### src/rtl/ab_collect_pkg.sv
// Shared types and helpers for the A/B result collector: op and state enums,
// the y/z combine rule and a fixed-width popcount.
package ab_collect_pkg;

    // popcount operates on this many bits; collector words must not be wider
    localparam int MAX_WIDTH = 64;

    typedef enum logic [1:0] {
        OP_XOR  = 2'd0,
        OP_AND  = 2'd1,
        OP_OR   = 2'd2,
        OP_XNOR = 2'd3
    } op_e;

    typedef enum logic {
        FILL = 1'b0,
        FULL = 1'b1
    } state_e;

    function automatic logic combine(input op_e op, input logic y, input logic z);
        case (op)
            OP_XOR:  return y ^ z;
            OP_AND:  return y & z;
            OP_OR:   return y | z;
            OP_XNOR: return ~(y ^ z);
            default: return y ^ z;
        endcase
    endfunction

    function automatic logic [6:0] popcount(input logic [MAX_WIDTH-1:0] v);
        logic [6:0] n;
        n = '0;
        for (int i = 0; i < MAX_WIDTH; i++) begin
            n = n + 7'(v[i]);
        end
        return n;
    endfunction

endpackage

### src/rtl/ab_shift_assembler.sv
// LSB-first bit accumulator. word/len show the accumulator with this cycle's
// accepted bit already merged, so a closing word can be captured directly.
module ab_shift_assembler
    import ab_collect_pkg::*;
#(
    parameter int WIDTH = 8,
    parameter int CNT_W = $clog2(WIDTH + 1)
) (
    input  logic             clk,
    input  logic             rst,
    input  logic             accept,
    input  logic             bit_in,
    input  logic             clear,
    output logic [WIDTH-1:0] word,
    output logic [CNT_W-1:0] len
);

    logic [WIDTH-1:0] acc_reg;
    logic [CNT_W-1:0] cnt_reg;

    generate
        for (genvar gi = 0; gi < WIDTH; gi++) begin : g_bit
            assign word[gi] = (accept && (cnt_reg == CNT_W'(gi))) ? bit_in : acc_reg[gi];
        end
    endgenerate

    assign len = cnt_reg + CNT_W'(accept);

    // clear wins: the merged word has already been taken by the output stage
    always_ff @(posedge clk or negedge rst) begin
        if (!rst) begin
            acc_reg <= '0;
            cnt_reg <= '0;
        end else if (clear) begin
            acc_reg <= '0;
            cnt_reg <= '0;
        end else if (accept) begin
            acc_reg <= word;
            cnt_reg <= len;
        end
    end

endmodule

### src/rtl/ab_result_collector.sv
// Combines A/B result bit pairs, packs them into WIDTH-bit words and emits them
// on a 1-deep valid/ready output. Optional out_parity port: AB_COLLECT_PARITY_EN.
module ab_result_collector
    import ab_collect_pkg::*;
#(
    parameter  int WIDTH = 8,
    parameter  int OP    = 0,
    localparam int CNT_W = $clog2(WIDTH + 1)
) (
    input  logic             clk,
    input  logic             rst,
    input  logic             in_valid,
    output logic             in_ready,
    input  logic             y,
    input  logic             z,
    input  logic             flush,
    output logic             out_valid,
    input  logic             out_ready,
    output logic [WIDTH-1:0] out_data,
    output logic [CNT_W-1:0] out_len,
    output logic [CNT_W-1:0] out_ones,
`ifdef AB_COLLECT_PARITY_EN
    output logic             out_parity,
`endif
    output logic [15:0]      word_count
);

    localparam op_e OP_SEL = op_e'(OP[1:0]);

    state_e           state_reg, state_next;
    logic             accept, in_bit, close, drain, slot_free, load;
    logic [WIDTH-1:0] asm_word;
    logic [CNT_W-1:0] asm_len;
    logic [CNT_W-1:0] ones_next;

    assign in_bit    = combine(OP_SEL, y, z);
    assign accept    = in_valid && in_ready;
    assign drain     = out_valid && out_ready;
    assign slot_free = !out_valid || out_ready;

    // asm_len can only reach WIDTH through this cycle's accept
    assign close = (state_reg == FILL) &&
                   ((asm_len == CNT_W'(WIDTH)) || (flush && (asm_len != '0)));

    assign ones_next = CNT_W'(popcount(MAX_WIDTH'(asm_word)));

    ab_shift_assembler #(
        .WIDTH (WIDTH),
        .CNT_W (CNT_W)
    ) u_asm (
        .clk    (clk),
        .rst    (rst),
        .accept (accept),
        .bit_in (in_bit),
        .clear  (load),
        .word   (asm_word),
        .len    (asm_len)
    );

    always_ff @(posedge clk or negedge rst) begin
        if (!rst) begin
            state_reg <= FILL;
        end else begin
            state_reg <= state_next;
        end
    end

    always_comb begin
        state_next = state_reg;
        case (state_reg)
            FILL:    if (close && !slot_free) state_next = FULL;
            FULL:    if (drain)               state_next = FILL;
            default:                          state_next = FILL;
        endcase
    end

    always_comb begin
        in_ready = (state_reg == FILL);
        load     = (close && slot_free) || ((state_reg == FULL) && drain);
    end

    always_ff @(posedge clk or negedge rst) begin
        if (!rst) begin
            out_valid <= 1'b0;
            out_data  <= '0;
            out_len   <= '0;
            out_ones  <= '0;
        end else if (load) begin
            out_valid <= 1'b1;
            out_data  <= asm_word;
            out_len   <= asm_len;
            out_ones  <= ones_next;
        end else if (drain) begin
            out_valid <= 1'b0;
        end
    end

`ifdef AB_COLLECT_PARITY_EN
    always_ff @(posedge clk or negedge rst) begin
        if (!rst) begin
            out_parity <= 1'b0;
        end else if (load) begin
            out_parity <= ^asm_word;
        end
    end
`endif

    always_ff @(posedge clk or negedge rst) begin
        if (!rst) begin
            word_count <= '0;
        end else if (drain) begin
            word_count <= word_count + 16'd1;
        end
    end

endmodule

### config.mk
export PLATFORM = sky130hd
export DESIGN_NAME = ab_result_collector
export DESIGN_NICKNAME = d
export VERILOG_FILES = /design/src/rtl/ab_collect_pkg.sv /design/src/rtl/ab_shift_assembler.sv /design/src/rtl/ab_result_collector.sv
export SDC_FILE = /design/constraint.sdc
export NUM_CORES = 1
export LEC_CHECK = 0
export ABC_CLOCK_PERIOD_IN_PS = 11900
export CELL_PAD_IN_SITES_DETAIL_PLACEMENT = 2
export CELL_PAD_IN_SITES_GLOBAL_PLACEMENT = 2
export CORE_UTILIZATION = 37
export DETAILED_ROUTE_END_ITERATION = 7
export PLACE_DENSITY_LB_ADDON = 0.3
export SLEW_MARGIN = 40
export SYNTH_ARGS = -nofsm -noshare
export SYNTH_HDL_FRONTEND = slang
export SYNTH_HIERARCHICAL = 1
export SYNTH_SLANG_ARGS = --single-unit
export TNS_END_PERCENT = 10
### constraint.sdc
create_clock -name clk -period 11.9 [get_ports clk]
set_input_delay 3.57 -clock clk [delete_from_list [all_inputs] [get_ports clk]]
set_output_delay 3.57 -clock clk [all_outputs]
set_load 0.05 [all_outputs]
==> metrics <==
Worst Clk Skew=around 8 ps; post-CTS sizing=0; Vias per Instance=~5.4; Clk pwr share=between 10% and 20%; CP Buf/Inv Count=4; setup TNS=0 ps; worst reg2reg setup slack=between 7000 and 8000 ps; # IOs=between 40 and 50; crit-path cells=clkdlybuf4s50_1 > nor2b_1 > nor3b_4 > nand2_1 > mux2_1 > fa_1 > inv_1 > fa_1 > fa_1 > inv_1 > ha_1 > inv_1 > fa_1 > xor2_1 > a21oi_1 > nor2_1 > a221oi_1; status=finished clean; total clock sinks=46; register area share after synthesis=44.1%; Most used DFF post-synth=dfrtp_1; initial antenna violation count=0; vias in the first global route=2,333; Sw Share=between 40% and 50%; # setup viols final=0; Vias=2,123; P_leak=roughly 1.4 nW; WP data arrival=a little over 8000 ps; EDFF count, synth=0; share of layout cells above drive strength 1=approximately 6.7%; Yosys top cell area share=about 44%; Power Density=249 nW/um2; first-pass GRT wire length=between 10,000 and 15,000 um; Crit path largest cell delay=about 570 ps; Setup Buffers After CTS=0; final-stage net count=around 310; top routing layer in use=met4; Clock transition at path regs=approximately 90 ps; chip width=between 80 and 90 um; most frequent cells in the layout=dfrtp_1, clkdlybuf4s50_1, nor2_1, a21oi_1, o22ai_1; Top delay family on crit path=adder cells; Psw=roughly 0.4 mW; Logic pwr share=between 50% and 60%; Antenna Cells=0; crit path kind=input pin to flop; post-route setup slack=4000 ps; TritonCTS clock tree=yes; Initial Util=38.4%; Port Buffers=40; All-Layer GR Usage=21.2%; Crit path required time=12,110 ps; syn_area_per_cell=about 10 um2; hold_buf cts=0; final WL=between 7000 and 8000 um; largest net degree at the start of global routing=47; drt drc=0; Synth warnings=6; Cell Area, Synth=2610 um2; worst slew pin tran=between 600 and 700 ps; drt wl/cell=between 15 and 20 um; crit path max fanout=7; Mapped Cells=approximately 260; worst skew pair latency=around 300 ps; Distinct cells, synth=42; Hold Crit Class=flop to flop; Post-DP Area=~3000 um2; Max Cap Viol=0; Metal-1 WL=3320 um; Max clock buf depth=2; die area=roughly 7400 um2; Rel. slew slack=approximately 55%; CP most frequent cell=fa_1; final antenna-violating net count=0; max FFs per register=16; syn_nets=between 200 and 300; Final Hold Vio Count=0; crit path time final=slightly below 8000 ps; Startpoint Class=input pin; Detailed Routing Iterations Pass 1=4; worst vdd ir=124 uV; top cells by area, synth=dfrtp_1, mux2i_1, o22ai_1; Final Power=~0.79 mW; post-place setup slack=between 3000 and 4000 ps; Placer Congestion=~0.77; RSZ-0062 raised after global routing=no; Die Height=86.0 um; Crit-path slowest cell=fa_1; Seq pwr share=around a third; met3 WL post-DR=around 160 um; FFs w/ async S/R, synth=between 90% and 100%; Peak Freq=approximately 0.13 GHz; fin crit share=between 60% and 70%; Root Buffer=clkbuf_8; Iter 0 DRT Violations=42; register bit total from synthesis=46; GRT overflow=0; Yosys top cell by area=dfrtp_1; crit path capture type=flop; # H-tree levels=2; Max Slew Vio Count=0; TritonCTS buffer count=5; post-detail-place hpwl=5150 um; commonest non-fill, non-tap cell in the layout=dfrtp_1; final instance area=roughly 3200 um2; Pint=between 0.4 and 0.5 mW; wire length on met2=around 3700 um; # rows=30; core area=between 6000 and 7000 um2; synth-to-layout area growth=22.2%
==> cells in the mapped netlist (all sizes together) (2+ instances only) <==
cell,count
a21boi,6
dfrtp,46
o22ai,16
ha,6
xor2,10
buf,3
fa,4
nor4,3
inv,14
clkbuf,7
o21ai,6
nand2b,10
xnor2,11
o22a,2
a21oi,18
nor2b,9
mux2,9
and3,2
a22oi,5
mux2i,10
nand4,4
nor2,19
nand2,15
nand3,10
==> metrics by stage <==
step	instances	util [%]	hold slack, ps
6_report	393	46.9	472
5_1_grt	393	46.9	487
4_1_cts	393	46.9	480
3_5_place_dp	385	45.5	463
3_3_place_gp	385	45.5	463
2_1_floorplan	258	-	514
==> cell type report <==
| type | count | area, um2 |
|---|---|---|
| multi-input combinational | 188 | 1370 |
| clock buffer | 6 | 82.6 |
| timing repair buffer | 41 | 403 |
| tap | 96 | 120 |
| clock inverter | 2 | 12.5 |
| inverter | 14 | 52.6 |
| fill | 709 | 3610 |
| sequential | 46 | 1150 |
==> logic make-up after synthesis <==
group | count (synthesis) | synth area share (%)
AOI/OAI and AO/OA | 60 | 15.1
xor gates and xnor gates | 21 | 7.05
adders and majority gates | 10 | 5.95
buffers and inverters | 24 | 3.55
DFF | 46 | 44.1
muxes | 19 | 8.01
and+or+nand+nor | 78 | 16.3
==> routing by layer <==
layer  vias up  global-route usage (%)
met5         -                       0
met4         0                    5.91
met3         7                    3.37
met1      1103                    27.8
met2        29                    36.4
li1        984                       -
==> path summary, 6_finish.rpt <==
kind	startpoint	end	cells after the start
hold reg to reg	word_count[15]	word_count[15]	1
setup / recovery	in_valid	out_ones[2]	17
max in group asynchronous	rst	out_valid	2
min in group asynchronous	rst	u_asm/cnt_reg[1]	2
setup reg to reg	state_reg	out_ones[2]	16
hold / removal	word_count[15]	word_count[15]	1
==> power groups by stage <==
| stage | logic, mW | registers, mW | clock network, mW |
|---|---|---|---|
| finish | 0.431 | 0.259 | 0.103 |
| global route | 0.462 | 0.267 | 0.111 |
| CTS | 0.436 | 0.259 | 0.106 |
| detailed placement | 0.431 | 0.261 | 0 |
| global placement | 0.418 | 0.258 | 0 |
| floorplan | 0.203 | 0.348 | 0 |
==> worst register-to-register path, stage by stage (launching register included) <==
cell and delay, ps:
dfrtp_1 540, nor2b_1 480, nor3b_4 350, nand2_1 130, mux2_1 390, fa_1 570
inv_1 50, fa_1 500, fa_1 430, inv_1 70, ha_1 160, inv_1 60
fa_1 370, xor2_1 170, a21oi_1 150, nor2_1 50, a221oi_1 220
Note: power is estimated with default switching activity, not from simulation.
